$ cat src/rtl/prog_mem_if.sv
// Program-memory bus: CPU fetch port plus the loader's valid/ready word stream.
// The slave modport is the program memory; the master is the CPU/loader side.
interface prog_mem_if #(
    parameter int ADDR_W = 4
);
    logic [ADDR_W-1:0] addr;
    logic [3:0]        opecode;
    logic [3:0]        imm;
    logic              load_req;
    logic              ld_valid;
    logic [7:0]        ld_data;
    logic              ld_ready;
    logic              ld_full;
    logic              cpu_n_rst;

    modport slave (
        input  addr,
        input  load_req,
        input  ld_valid,
        input  ld_data,
        output opecode,
        output imm,
        output ld_ready,
        output ld_full,
        output cpu_n_rst
    );

    modport master (
        output addr,
        output load_req,
        output ld_valid,
        output ld_data,
        input  opecode,
        input  imm,
        input  ld_ready,
        input  ld_full,
        input  cpu_n_rst
    );
endinterface

$ cat src/rtl/prog_mem.sv
// Loadable instruction memory: a loader streams words in while the CPU is held
// in reset, then the CPU is released and fetches with zero-latency reads.
module prog_mem #(
    parameter int ADDR_W   = 4,
    parameter int RST_HOLD = 2
) (
    input  logic       clk,
    input  logic       n_rst,
    prog_mem_if.slave  bus
);
    localparam int DEPTH = 1 << ADDR_W;

    localparam logic [1:0] IDLE = 2'd0;
    localparam logic [1:0] LOAD = 2'd1;
    localparam logic [1:0] HOLD = 2'd2;
    localparam logic [1:0] RUN  = 2'd3;

    localparam logic [3:0] HOLD_LAST = 4'(RST_HOLD - 1);

    if (RST_HOLD < 1 || RST_HOLD > 15) begin : g_bad_hold
        $error("prog_mem: RST_HOLD must be in 1..15");
    end

    logic [1:0]        state;
    logic [1:0]        state_next;
    logic [ADDR_W-1:0] wptr;
    logic              ld_full;
    logic              ld_ready;
    logic              accept;
    logic [3:0]        hold_cnt;
    logic              cpu_run;
    logic              load_entry;
    logic [7:0]        mem [DEPTH];

    assign ld_ready   = (state == LOAD) && !ld_full;
    assign accept     = bus.ld_valid && ld_ready;
    assign load_entry = (state != LOAD) && (state_next == LOAD);

    // load_req wins over the hold counter so a reload can restart at any point.
    always_comb begin
        state_next = state;
        case (state)
            IDLE: if (bus.load_req) state_next = LOAD;
            LOAD: if (!bus.load_req) state_next = HOLD;
            HOLD: begin
                if (bus.load_req)
                    state_next = LOAD;
                else if (hold_cnt == HOLD_LAST)
                    state_next = RUN;
            end
            RUN:  if (bus.load_req) state_next = LOAD;
            default: state_next = IDLE;
        endcase
    end

    always_ff @(posedge clk or negedge n_rst) begin
        if (!n_rst) begin
            state    <= IDLE;
            hold_cnt <= 4'd0;
            cpu_run  <= 1'b0;
        end else begin
            state   <= state_next;
            cpu_run <= (state_next == RUN);
            if (state == HOLD && state_next == HOLD)
                hold_cnt <= hold_cnt + 4'd1;
            else
                hold_cnt <= 4'd0;
        end
    end

    // Write pointer, full flag and storage; writes only happen through accept,
    // which is impossible outside LOAD.
    always_ff @(posedge clk or negedge n_rst) begin
        if (!n_rst) begin
            wptr    <= '0;
            ld_full <= 1'b0;
            for (int i = 0; i < DEPTH; i++)
                mem[i] <= 8'h00;
        end else if (load_entry) begin
            wptr    <= '0;
            ld_full <= 1'b0;
        end else if (accept) begin
            mem[wptr] <= bus.ld_data;
            wptr      <= wptr + ADDR_W'(1);
            if (wptr == '1)
                ld_full <= 1'b1;
        end
    end

    assign {bus.opecode, bus.imm} = (state == RUN) ? mem[bus.addr] : 8'h00;
    assign bus.ld_ready  = ld_ready;
    assign bus.ld_full   = ld_full;
    assign bus.cpu_n_rst = cpu_run;
endmodule

$ cat src/flat_wrapper.sv
// flat-port wrapper written by rule: the top's interface ports become plain ports
module prog_mem_flat 
#(
    parameter int ADDR_W   = 4,
    parameter int RST_HOLD = 2
)
  (clk, n_rst, bus_addr, bus_load_req, bus_ld_valid, bus_ld_data, bus_opecode, bus_imm, bus_ld_ready, bus_ld_full, bus_cpu_n_rst);
  prog_mem_if #(.ADDR_W(ADDR_W)) bus_i ();
  input  logic clk;
  input  logic n_rst;
  input wire logic [$bits(bus_i.addr)-1:0] bus_addr;
  input wire logic [$bits(bus_i.load_req)-1:0] bus_load_req;
  input wire logic [$bits(bus_i.ld_valid)-1:0] bus_ld_valid;
  input wire logic [$bits(bus_i.ld_data)-1:0] bus_ld_data;
  output wire logic [$bits(bus_i.opecode)-1:0] bus_opecode;
  output wire logic [$bits(bus_i.imm)-1:0] bus_imm;
  output wire logic [$bits(bus_i.ld_ready)-1:0] bus_ld_ready;
  output wire logic [$bits(bus_i.ld_full)-1:0] bus_ld_full;
  output wire logic [$bits(bus_i.cpu_n_rst)-1:0] bus_cpu_n_rst;
  assign bus_i.addr = bus_addr;
  assign bus_i.load_req = bus_load_req;
  assign bus_i.ld_valid = bus_ld_valid;
  assign bus_i.ld_data = bus_ld_data;
  assign bus_opecode = bus_i.opecode;
  assign bus_imm = bus_i.imm;
  assign bus_ld_ready = bus_i.ld_ready;
  assign bus_ld_full = bus_i.ld_full;
  assign bus_cpu_n_rst = bus_i.cpu_n_rst;
  prog_mem #(.ADDR_W(ADDR_W), .RST_HOLD(RST_HOLD)) u_core (.clk(clk), .n_rst(n_rst), .bus(bus_i));
endmodule
$ cat config.mk
export PLATFORM = sky130hd
export DESIGN_NAME = prog_mem_flat
export DESIGN_NICKNAME = d
export VERILOG_FILES = /design/src/rtl/prog_mem_if.sv /design/src/rtl/prog_mem.sv /design/src/flat_wrapper.sv
export SDC_FILE = /design/constraint.sdc
export NUM_CORES = 1
export LEC_CHECK = 0
export ABC_AREA = 1
export CORE_MARGIN = 2
export CORE_UTILIZATION = 60
export CTS_BUF_LIST = sky130_fd_sc_hd__clkbuf_4 sky130_fd_sc_hd__clkbuf_8
export CTS_CLUSTER_DIAMETER = 30
export CTS_CLUSTER_SIZE = 12
export DETAILED_ROUTE_END_ITERATION = 10
export HOLD_SLACK_MARGIN = 0.05
export PLACE_DENSITY = 0.79
export SLEW_MARGIN = 20
export SYNTH_ARGS = -nofsm -noshare
export SYNTH_HDL_FRONTEND = slang
export SYNTH_SLANG_ARGS = --single-unit
$ cat constraint.sdc
create_clock -name clk -period 4.22 [get_ports clk]
set_clock_uncertainty 0.15 [all_clocks]
set_input_delay 0.844 -clock clk [delete_from_list [all_inputs] [get_ports clk]]
set_output_delay 0.844 -clock clk [all_outputs]
set_load 0.05 [all_outputs]
==> results.cfg <==
[outcome]
outcome = completed

[worst_setup_path]
critical_path_arrival_ns = 2.56
cp-end-kind = primary output
slowest_stage = clkdlybuf4s50_1
crit_path_start_kind = input pin
crit_family = buffers and inverters
cp_data_required_time_ns = 3.23
crit_chain = clkdlybuf4s50_1 -> buf_4 -> nand3_1 -> nand3_1 -> nand3_1 -> a21oi_1 -> buf_12
slowest_delay_ns = 0.50
r2r_slack_ns = 1.93
worst-setup-path-type = input pin to primary output
critPathMaxFanout = 30
cp_common_cell = nand3_1
worst-path-buf-inv = 3

[grt]
antenna_found_initial = 0
grt_usage = 0.295
grt_first_pass_wirelength_um = 29100
globalRoute.totalOverflow = 0
grt_max_degree = 89
grt_pass1_vias = 5730

[synth]
synth.distinct_cells = 23
ys_seq_elements = 140
synth_cells = 921
synthTopCellsByCount = nand2_1 (287), dfrtp_1 (140), inv_1 (138)
yosysTopAreaCellShare = 0.496
synth-edff-count = 0
yosysMostFrequentCell = nand2_1
seq_area_frac_synth = 0.496
ys_dominant_reg_cell = dfrtp_1
synth_async_sr_flop_share = 1.00
ys_warn_count = 0
synth_area_per_cell_um2 = 7.67
synth_area_leaders = dfrtp_1 (50%), nand2_1 (15%), o21ai_0 (9.2%)
syn_area_mm2 = 0.00707
synth_top_cell_by_area = dfrtp_1
syn_nets = 947

[sta]
fmax_mhz = 281
final_max_slew_viol_count = 0
slew_headroom = 0.448
hold_violations = 0
setup_tns_ns = 0
fin_crit_ns = 3.55
setup_viol = 0
layout_setup_ws_ns = 0.666
worstMarginPinSlew_ns = 0.825
rsz0062_at_grt = no
final.period_utilization = 0.842

[power]
p_leak_nw = 3.77
total_power_mw = 4.24
worst_ir_drop_vdd_uv = 412
power_per_cell_area_mw_per_mm2 = 545

[route]
vias = 5963
viasPerCell = 5.52
drt_iter0_markers = 648
final_antenna_net_count = 0
remaining_drc_errors = 0
wire_per_inst_um = 16.2
wl_um = 17500
drt-pass1-iter-count = 5

[clock_network]
clk_pin_slew_ns = 0.07
tritoncts = built
root_buffer = clkbuf_8
cts_buffers = 17
cts.sinks = 140
htreeDepth = 4
post-cts-setup-buffers = 0
ctsHoldBuffers = 0
cts_resized = 0
cts_buffer_depth = 2
clock_latency_ns = 0.45

[place]
gp_congestion = 0.867
io_buffers = 26
place_area_mm2 = 0.00732
pre_cts_slack_ns = 0.707
hpwl_um = 11200

[final_layout]
antenna_cells = 0
fill_cells = 954
area_growth_pct = 10.2
multi_input_area_mm2 = 0.00275
fin_area_mm2 = 0.00779
drive_gt1_frac = 0.0768
utilization = 0.679
regArea_mm2 = 0.00350
num-nets-final = 950

[floorplanning]
fp-row-count = 39
initial_core_util = 0.616
io_pins = 27
die_area_mm2 = 0.0127
die_y_um = 113
core_mm2 = 0.0115
die_w_um = 113

[worst_hold_path]
hold_path_class = input pin to asynchronous set/reset pin

[run]
maxCapViolations = 0
[kinds of logic after synthesis]
| logic type | synth area share |
|---|---|
| DFF | 0.496 |
| and+or+nand+nor | 0.267 |
| AOI/OAI and AO/OA | 0.101 |
| buffers and inverters | 0.115 |
| adders and majority gates | 0.0177 |
| xor gates and xnor gates | 0.00372 |
[flip-flops by register name (all words and copies together) (netlist names)]
name                  cells
u_core.wptr               4
u_core.hold_cnt           4
u_core.mem              128
u_core.state              2
u_core.bus.ld_full        1
u_core.bus.cpu_n_rst      1
[metrics by stage]
| step | std cells | hold WS [ns] |
|---|---|---|
| 2_1_floorplan | 921 | 0.303 |
| 3_3_place_gp | 1048 | 0.316 |
| 3_5_place_dp | 1048 | 0.324 |
| 4_1_cts | 1080 | 0.342 |
| 5_1_grt | 1080 | 0.370 |
| 6_report | 1080 | 0.322 |
[worst register-to-register path: cells and delay by family (launching register included)]
kind | cells | cell delay [ns]
buffers and inverters | 2 | 0.15
AND/OR/NAND/NOR | 4 | 0.95
adder cells (fa/ha/maj) | 1 | 0.14
AO/OA/AOI/OAI | 1 | 0.36
flip-flops | 1 | 0.42
[layer usage]
metal  vias to the layer above  part of all wire  GRT usage
met2                       306              0.45      0.453
li1                       2853                 -          -
met3                        32              0.10     0.0761
met4                         0             0.014     0.0862
met5                         -                 0          0
met1                      2772              0.43      0.419
[final timing paths]
check / from / end / depth (start not counted)
worst min register to register: u_core.hold_cnt[0] / u_core.hold_cnt[0] / 1
worst min-delay path: n_rst / u_core.mem[117] / 1
worst max-delay path: bus_addr[1] / bus_imm[1] / 7
worst max register to register: u_core.state[1] / u_core.mem[117] / 8
min in group clk: u_core.hold_cnt[0] / u_core.hold_cnt[0] / 1
max in group asynchronous: n_rst / u_core.mem[20] / 2
[layout by cell type (no fill, tap or decap), types with 9 or more instances in the layout]
cell type / instances
nand2_1: 287
dfrtp_1: 140
inv_1: 138
o21ai_0: 130
nand3_1: 109
nor2_1: 21
clkbuf_8: 20
clkdlybuf4s50_1: 16
nor2_4: 12
ha_1: 10
a21oi_1: 9
buf_4: 9
[cell type report]
type                    instances  share of cell area
clock inverters                11              0.0243
well taps                     143              0.0230
inverters                     144              0.0694
clock buffers                  21              0.0363
multi-input cells             589               0.353
repair buffers                 32              0.0442
flip-flops and latches        140               0.450
[report_power, final]
group          total (mW)  internal (mW)  leakage, nW  switching [mW]
logic                1.10          0.364         2.09           0.736
clock network        1.26          0.755        0.235           0.508
registers            1.88           1.73         1.45           0.154
(Power assumes the default switching activity.)
